$ cat src/rtl/fcmp_pipe.sv
// Two-stage pipelined single-precision compare/select unit (feq/flt/fle/fmin/fmax)
// with valid/ready issue and response handshakes.
module fcmp_pipe #(
    parameter int unsigned TAG_W = 5
) (
    input  logic             clk,
    input  logic             rst,
    input  logic             flush,
    input  logic             in_valid,
    output logic             in_ready,
    input  logic [2:0]       in_op,
    input  logic [31:0]      in_x,
    input  logic [31:0]      in_y,
    input  logic [TAG_W-1:0] in_tag,
    output logic             out_valid,
    input  logic             out_ready,
    output logic [31:0]      out_z,
    output logic [TAG_W-1:0] out_tag
);
    localparam int unsigned DATA_W = 32;
    localparam int unsigned MAG_W  = 31;

    localparam logic [2:0] OP_FEQ  = 3'b000;
    localparam logic [2:0] OP_FLT  = 3'b001;
    localparam logic [2:0] OP_FLE  = 3'b010;
    localparam logic [2:0] OP_FMIN = 3'b011;
    localparam logic [2:0] OP_FMAX = 3'b100;

    logic              s1_valid_q, s1_valid_d;
    logic [2:0]        s1_op_q, s1_op_d;
    logic [DATA_W-1:0] s1_x_q, s1_x_d;
    logic [DATA_W-1:0] s1_y_q, s1_y_d;
    logic [TAG_W-1:0]  s1_tag_q, s1_tag_d;
    logic              s1_mlt_q, s1_mlt_d;
    logic              s1_meq_q, s1_meq_d;

    logic              s2_valid_q, s2_valid_d;
    logic [DATA_W-1:0] s2_z_q, s2_z_d;
    logic [TAG_W-1:0]  s2_tag_q, s2_tag_d;

    logic              s2_adv;
    logic              s1_load;
    logic              x_neg, y_neg, both_zero, bit_eq;
    logic              lt, eq, gt, signed_zero_pair;
    logic [DATA_W-1:0] z_c;

    // Ordering of the S1 operands, built from the magnitude flags captured at issue
    always_comb begin
        x_neg            = s1_x_q[31];
        y_neg            = s1_y_q[31];
        both_zero        = s1_meq_q & (s1_x_q[MAG_W-1:0] == MAG_W'(0));
        bit_eq           = s1_meq_q & (x_neg == y_neg);
        lt               = (x_neg & ~y_neg & ~both_zero)
                         | (~x_neg & ~y_neg & s1_mlt_q)
                         | (x_neg & y_neg & ~s1_mlt_q & ~s1_meq_q);
        eq               = bit_eq | both_zero;
        gt               = ~lt & ~eq;
        signed_zero_pair = both_zero & (x_neg != y_neg);

        z_c = '0;
        case (s1_op_q)
            OP_FEQ:  z_c = DATA_W'(eq);
            OP_FLT:  z_c = DATA_W'(lt);
            OP_FLE:  z_c = DATA_W'(lt | eq);
            OP_FMIN: z_c = signed_zero_pair ? 32'h8000_0000 : (gt ? s1_y_q : s1_x_q);
            OP_FMAX: z_c = signed_zero_pair ? 32'h0000_0000 : (lt ? s1_y_q : s1_x_q);
            default: z_c = '0;
        endcase
    end

    // Handshake and pipeline advance; flush blocks issue and empties both stages
    always_comb begin
        s2_adv   = s1_valid_q & (~s2_valid_q | out_ready);
        in_ready = ~rst & ~flush & (~s1_valid_q | s2_adv);
        s1_load  = in_valid & in_ready;

        s1_valid_d = s1_valid_q;
        s1_op_d    = s1_op_q;
        s1_x_d     = s1_x_q;
        s1_y_d     = s1_y_q;
        s1_tag_d   = s1_tag_q;
        s1_mlt_d   = s1_mlt_q;
        s1_meq_d   = s1_meq_q;
        s2_valid_d = s2_valid_q;
        s2_z_d     = s2_z_q;
        s2_tag_d   = s2_tag_q;

        if (s1_load) begin
            s1_valid_d = 1'b1;
            s1_op_d    = in_op;
            s1_x_d     = in_x;
            s1_y_d     = in_y;
            s1_tag_d   = in_tag;
            s1_mlt_d   = in_x[MAG_W-1:0] < in_y[MAG_W-1:0];
            s1_meq_d   = in_x[MAG_W-1:0] == in_y[MAG_W-1:0];
        end else if (s2_adv) begin
            s1_valid_d = 1'b0;
        end

        if (s2_adv) begin
            s2_valid_d = 1'b1;
            s2_z_d     = z_c;
            s2_tag_d   = s1_tag_q;
        end else if (out_ready) begin
            s2_valid_d = 1'b0;
        end

        if (flush) begin
            s1_valid_d = 1'b0;
            s2_valid_d = 1'b0;
        end
    end

    always_ff @(posedge clk) begin
        if (rst) begin
            s1_valid_q <= 1'b0;
            s2_valid_q <= 1'b0;
            s2_z_q     <= '0;
            s2_tag_q   <= '0;
        end else begin
            s1_valid_q <= s1_valid_d;
            s1_op_q    <= s1_op_d;
            s1_x_q     <= s1_x_d;
            s1_y_q     <= s1_y_d;
            s1_tag_q   <= s1_tag_d;
            s1_mlt_q   <= s1_mlt_d;
            s1_meq_q   <= s1_meq_d;
            s2_valid_q <= s2_valid_d;
            s2_z_q     <= s2_z_d;
            s2_tag_q   <= s2_tag_d;
        end
    end

    assign out_valid = s2_valid_q;
    assign out_z     = s2_z_q;
    assign out_tag   = s2_tag_q;

endmodule
$ cat config.mk
export PLATFORM = sky130hd
export DESIGN_NAME = fcmp_pipe
export DESIGN_NICKNAME = d
export VERILOG_FILES = /design/src/rtl/fcmp_pipe.sv
export SDC_FILE = /design/constraint.sdc
export NUM_CORES = 1
export LEC_CHECK = 0
export ABC_CLOCK_PERIOD_IN_PS = 3700
export CAP_MARGIN = 20
export CORE_MARGIN = 2
export CORE_UTILIZATION = 45
export CTS_BUF_LIST = sky130_fd_sc_hd__clkbuf_8
export CTS_CLUSTER_DIAMETER = 40
export CTS_CLUSTER_SIZE = 24
export DETAILED_ROUTE_END_ITERATION = 6
export HOLD_SLACK_MARGIN = 0.08
export PLACE_DENSITY = 0.76
export SLEW_MARGIN = 20
export SYNTH_ARGS = -nofsm -noshare
export SYNTH_HDL_FRONTEND = slang
export SYNTH_SLANG_ARGS = --single-unit
$ cat constraint.sdc
create_clock -name clk -period 3.7 [get_ports clk]
set_input_delay 1.11 -clock clk [delete_from_list [all_inputs] [get_ports clk]]
set_output_delay 1.11 -clock clk [all_outputs]
set_load 0.005 [all_outputs]
==> flow_metrics.tcl, run 1 <==
set metrics [dict create \
    setup_violations 0 \
    yosysWarnings 0 \
    portBuffers 115 \
    ios 116 \
    grt_start_max_net_pins 75 \
    gp_congestion 0.895 \
    critPathKind "input pin to primary output" \
    slew_violations 0 \
    start_kind "input pin" \
    cp-end-kind "primary output" \
    worstReg2RegEnd "out_z[0]" \
    die_w_um 108 \
    power_density_nw_per_um2 423 \
    cts_buffers 17 \
    start_util_pct 46.7 \
    path_clk_slew_ns 0.06 \
    cts_sinks 113 \
    yosysTopAreaCell "edfxtp_1" \
    crit_slowest_cell "clkdlybuf4s50_1" \
    final.min_clock_period_ns 3.57 \
    synth_fp_nets 472 \
    drive_gt1_share_pct 13.7 \
    die_h_um 108 \
    nFillCells 833 \
    totalPowerFinal_uw 2780 \
    placedCellCount 608 \
    min_path_cells 1 \
    antennaDiodeCount 0 \
    worstPathMaxFanout 4 \
    worst_slew_pin_slew_ns 0.465 \
    crit_chain "clkdlybuf4s50_1 -> nor2b_1 -> a211oi_2 -> clkdlybuf4s50_1" \
    synth-edff-count 74 \
    final_cells 640 \
    reg2reg_from "s1_x_q[19]" \
    drc 0 \
    drt-total-wl_um 10800 \
    setup_ws_ns 0.132 \
    h-tree-depth 4 \
    finalSetupTns_ns 0 \
    synth_seq_cells 113 \
    rsz0062_at_grt "false" \
    cts_setup_buffers 0 \
    rr_worst_depth 7 \
    drv_cap 0 \
    critPathMaxStageDelay_ns 0.54 \
    crit_buf_inv 2 \
    synthFlopType "edfxtp_1" \
    root_buffer "clkbuf_8" \
    post-route-period-util_pct 96.4 \
    cts_tree "done" \
    avgSynthCellArea_um2 13.5 \
    min_from "s1_x_q[1]" \
    clk_path_buf_depth 2 \
    grt_pass1_vias 3452 \
    pre_cts_ws_ns 0.0652 \
    finalHoldViolations 0 \
    slew_headroom_pct 68.7 \
    fin_nets 603 \
    startpoint "out_ready" \
    power_leakage_uw 0.00272 \
    num_vias 3389 \
    status "finished, final reports clean" \
    ant_nets 0 \
    rows 37 \
    netlist_instances 360 \
    netlist_area_um2 4860 \
    synth.yosys.seq_area_share_pct 61.7 \
    hp-class "register to register" \
    irDropWorstVdd_v 0.000287 \
    gr-total-overflow 0 \
    rrSetupSlack_ns 0.89 \
    critPathTopFamily "buffers and inverters" \
    async_flop_share_pct 0 \
    core_area_um2 10400 \
    critPathArrivalTime_ns 2.46 \
    dr.pass1.iters 4 \
    clock.fmax_ghz 0.280 \
    area_growth_pct 35.4 \
    grt_antenna_before_repair 0 \
    synth_top_area_share_pct 45.7 \
    synth.distinct_cells 40 \
    critPathRequiredTime_ns 2.59 \
    min_to "out_z[1]" \
    viasPerCell 5.30 \
    dp_hpwl_um 7900 \
    grt_pass1_wl_um 16500 \
    dieArea_um2 11700 \
    cpMostUsedCell "clkdlybuf4s50_1" \
    clock_skew_ns 0.0137 \
    clock_latency_ns 0.41 \
    drt_iter0_drc 137 \
    grt_usage_pct 19.1 \
    wl_per_cell_um 16.8 \
    synth.top_cells.by_area "edfxtp_1 (46%), dfxtp_1 (16%), ha_1 (9.0%), a22o_1 (5.6%), a21o_2 (4.3%)" \
]
## worst reg2reg max path, stage by stage (launching register included)
cell and delay (ns):
edfxtp_1 0.39, nor4_1 0.47, nand4_1 0.29, nor2_1 0.27, mux2_2 0.40, a2111oi_4 0.32
buf_4 0.39, a211o_1 0.22
## kinds of logic (layout without fill, tap and decap cells)
group	after synthesis	after routing	synth area share [%]
compound gates	101	101	16.9
fa+ha+maj	35	35	9.00
buf+inv	46	190	4.12
flops	113	113	61.7
mux	6	6	1.26
simple gates	59	59	6.97
## state kept, by name, summed over array words and instances (netlist names)
| signal | cells |
|---|---|
| s1_x_q | 32 |
| s1_tag_q | 5 |
| out_tag | 5 |
| s1_meq_q | 1 |
| s1_mlt_q | 1 |
| s1_op_q | 3 |
| out_valid | 1 |
| out_z | 32 |
| s1_y_q | 32 |
| s1_valid_q | 1 |
## layout make-up
class                      instances  area, um2  share of cell area (%)
timing repair buffer             123       1220                    18.6
inverter                          35        131                    2.00
clock buffer                      17        234                    3.55
tap                              136        170                    2.58
sequential                       113       3000                    45.6
multi-input combinational        201       1670                    25.4
clock inverter                    15        153                    2.32
## stage by stage
step,area [um2],utilization (%),hold slack (ns)
after floorplan,4860,-,0.445
after global placement,6190,59.5,0.457
after detailed placement,6190,59.5,0.468
after CTS,6580,63.2,0.472
after global routing,6590,63.2,0.492
final,6590,63.2,0.480
## placed cells by master (no fill, tap or decap), types with 2 or more instances in the layout
cell type	Yosys	routed
clkdlybuf4s50_1	0	115
edfxtp_1	74	74
dfxtp_1	39	39
inv_1	35	38
ha_1	35	35
a22o_1	31	31
a21o_2	24	24
clkbuf_8	0	17
a21oi_1	15	15
nor2_1	14	14
a21o_1	10	10
nand4_1	8	8
nor4_1	8	8
buf_4	0	7
nand2_1	6	6
o21ai_0	6	6
nor3_1	5	5
mux2i_1	5	5
clkinv_2	0	5
a211oi_1	5	4
nor2b_1	4	3
bufinv_16	0	3
clkinvlp_4	0	3
o22ai_1	2	2
nor4b_1	2	2
nand2b_1	2	2
a2111oi_4	2	2
## report_power, final
| group | internal, uW | total [uW] | switching [uW] |
|---|---|---|---|
| clock | 649 | 1110 | 466 |
| combinational | 140 | 250 | 110 |
| sequential | 1390 | 1420 | 23.2 |
## per-layer routing
layer  vias up  wire length (um)  global-route usage (%)
li1       1630                 -                       -
met1      1641              4300                    21.2
met2       112              5620                    34.1
met3         6               792                    7.17
met4         0                57                    5.22
met5         -                 0                       0
## worst max path at each step
stage | slack (ns) | to | depth (start not counted)
global placement | 0.11 | in_ready | 4
finish | 0.13 | in_ready | 4
floorplan | 0.70 | s1_meq_q | 3
global route | 0.11 | in_ready | 4
detailed placement | 0.07 | in_ready | 4
CTS | 0.06 | in_ready | 4
## synth_stat cells (2+ instances only)
cell,count
edfxtp_1,74
dfxtp_1,39
ha_1,35
inv_1,35
a22o_1,31
a21o_2,24
a21oi_1,15
nor2_1,14
a21o_1,10
nand4_1,8
nor4_1,8
nand2_1,6
o21ai_0,6
a211oi_1,5
mux2i_1,5
nor3_1,5
buf_2,4
clkbuf_1,4
nor2b_1,4
buf_6,3
a2111oi_4,2
and2_1,2
nand2b_1,2
nor4b_1,2
o22ai_1,2
## timing repair
action	CTS	global route
gates resized for setup	0	1
hold buffers	0	0
endpoints found under the setup margin	0	1
No activity file was read; power rests on OpenSTA's default activity.
==> run 2: changes to the inputs <==
--- a/config.mk
+++ b/config.mk
@@ -7,7 +7,7 @@
 export LEC_CHECK = 0
 export ABC_CLOCK_PERIOD_IN_PS = 3700
 export CAP_MARGIN = 20
-export CORE_MARGIN = 2
+export CORE_MARGIN = 5
 export CORE_UTILIZATION = 45
 export CTS_BUF_LIST = sky130_fd_sc_hd__clkbuf_8
 export CTS_CLUSTER_DIAMETER = 40
==> run 2 against run 1 <==
Against the previous run:
- register-to-register slack got worse by 0.15 ns
- first-iteration DRC count shrank 15%
- highest routed layer unchanged
- clock power is 9.9% higher
- largest cell class unchanged
- sequential share of layout area shrank 0.40 points
- final area increased by 0.87%
==> flow_metrics.tcl, run 2 (same netlist as run 1, synthesis figures left out) <==
set metrics [dict create \
    cts_sinks 113 \
    crit_buf_inv 2 \
    critPathTopFamily "buffers and inverters" \
    ant_nets 0 \
    area_growth_pct 36.6 \
    crit_chain "clkdlybuf4s50_1 -> nor2b_1 -> a211oi_2 -> clkdlybuf4s50_1" \
    finalHoldViolations 0 \
    power_leakage_uw 0.00275 \
    die_h_um 114 \
    placedCellCount 615 \
    clock_latency_ns 0.41 \
    start_kind "input pin" \
    drt_iter0_drc 117 \
    portBuffers 115 \
    grt_pass1_vias 3654 \
    dieArea_um2 13000 \
    status "finished, final reports clean" \
    worstPathMaxFanout 4 \
    fin_nets 606 \
    min_from "s1_x_q[11]" \
    cpMostUsedCell "clkdlybuf4s50_1" \
    critPathKind "input pin to primary output" \
    wl_per_cell_um 17.5 \
    gr-total-overflow 0 \
    cts_setup_buffers 0 \
    die_w_um 114 \
    slew_headroom_pct 51.4 \
    cts_tree "done" \
    dpl-instance-area_um2 6220 \
    final_area_um2 6640 \
    h-tree-depth 4 \
    crit_slowest_cell "clkdlybuf4s50_1" \
    hp-class "register to register" \
    irDropWorstVdd_v 0.000307 \
    reg2reg_from "s1_x_q[19]" \
    critPathMaxStageDelay_ns 0.54 \
    startpoint "out_ready" \
    final_common_cell "clkdlybuf4s50_1" \
    grt_start_max_net_pins 35 \
    post-route-period-util_pct 96.5 \
    finalSetupTns_ns 0 \
    dr.pass1.iters 4 \
    critPathArrivalTime_ns 2.46 \
    core_area_um2 10700 \
    grt_antenna_before_repair 0 \
    clock.fmax_ghz 0.280 \
    cp-end-kind "primary output" \
    final_cells 646 \
    num_vias 3361 \
    antennaDiodeCount 0 \
    final_cell_mix "clkdlybuf4s50_1 (115), edfxtp_1 (74), dfxtp_1 (39)" \
    gp_congestion 0.894 \
    clock_skew_ns 0.0163 \
    root_buffer "clkbuf_8" \
    start_util_pct 45.5 \
    viasPerCell 5.20 \
    critPathRequiredTime_ns 2.59 \
    drc 0 \
    rows 38 \
    dp_hpwl_um 8550 \
    cts_buffers 17 \
    rsz0062_at_grt "false" \
    slew_violations 0 \
    drive_gt1_share_pct 14.6 \
    final.min_clock_period_ns 3.57 \
    drt-total-wl_um 11300 \
    power_density_nw_per_um2 435 \
    setup_violations 0 \
    grt_usage_pct 18.1 \
    worst_slew_pin_slew_ns 0.729 \
    clk_path_buf_depth 2 \
    grt_pass1_wl_um 18000 \
    drv_cap 0 \
    path_clk_slew_ns 0.07 \
    ios 116 \
]
==> run 2: changes by cell type in the layout (fill, tap and decap cells not counted) <==
cell,change
buf_4,+3
clkinv_1,-1
bufinv_16,+1
clkinvlp_4,-1
clkinv_2,+1
inv_1,-2
clkbuf_8,+1
==> run 2: worst paths after layout <==
kind                                  end  slack, ns  depth (start not counted)
worst min register to register  out_z[11]       0.46                          1
worst max-delay path             in_ready       0.13                          4
worst max register to register  out_z[17]       0.74                          7
worst min-delay path            out_z[11]       0.46                          1
==> run 2: repair_timing <==
action	CTS	global route
setup endpoints to repair	0	1
gates resized for setup	0	1
hold buffers	0	0
==> run 2: worst reg2reg max path, cell delays in order, from the launching register on <==
cell,delay [ns]
edfxtp_1,0.39
nor4_1,0.43
nand4_1,0.28
nor2_1,0.31
mux2_2,0.40
a2111oi_4,0.62
buf_4,0.32
a21o_2,0.15
==> run 2: area by class of cell <==
class                   instances  area (um2)
clock buffers                  18         248
clock inverters                13         169
fillers                       854        4060
inverters                      35         131
multi-input cells             201        1670
flip-flops and latches        113        3000
well taps                     140         175
repair buffers                126        1250
==> run 2: layer usage <==
layer | wire, um | up-vias | global-route usage, %
li1 | - | 1640 | -
met1 | 4510 | 1607 | 21.2
met2 | 5940 | 104 | 31.4
met3 | 769 | 10 | 6.26
met4 | 105 | 0 | 5.78
met5 | 0 | - | 0
==> run 2: metrics by stage <==
step           util, %  hold slack (ns)  total power (uW)  setup WS (ns)
3_5_place_dp      58.2            0.463              1690         0.0530
2_1_floorplan        -            0.445              1540          0.705
6_report          62.1            0.463              2890          0.130
5_1_grt           62.1            0.487              3000         0.0405
4_1_cts           62.0            0.467              2910         0.0441
3_3_place_gp      58.2            0.454              1690          0.114
==> run 2: report_power, final <==
group | leakage (uW) | internal, uW | total [uW] | switching, uW
clock | 0.000215 | 738 | 1220 | 481
combinational | 0.00154 | 140 | 251 | 111
sequential | 0.000993 | 1390 | 1420 | 23.0
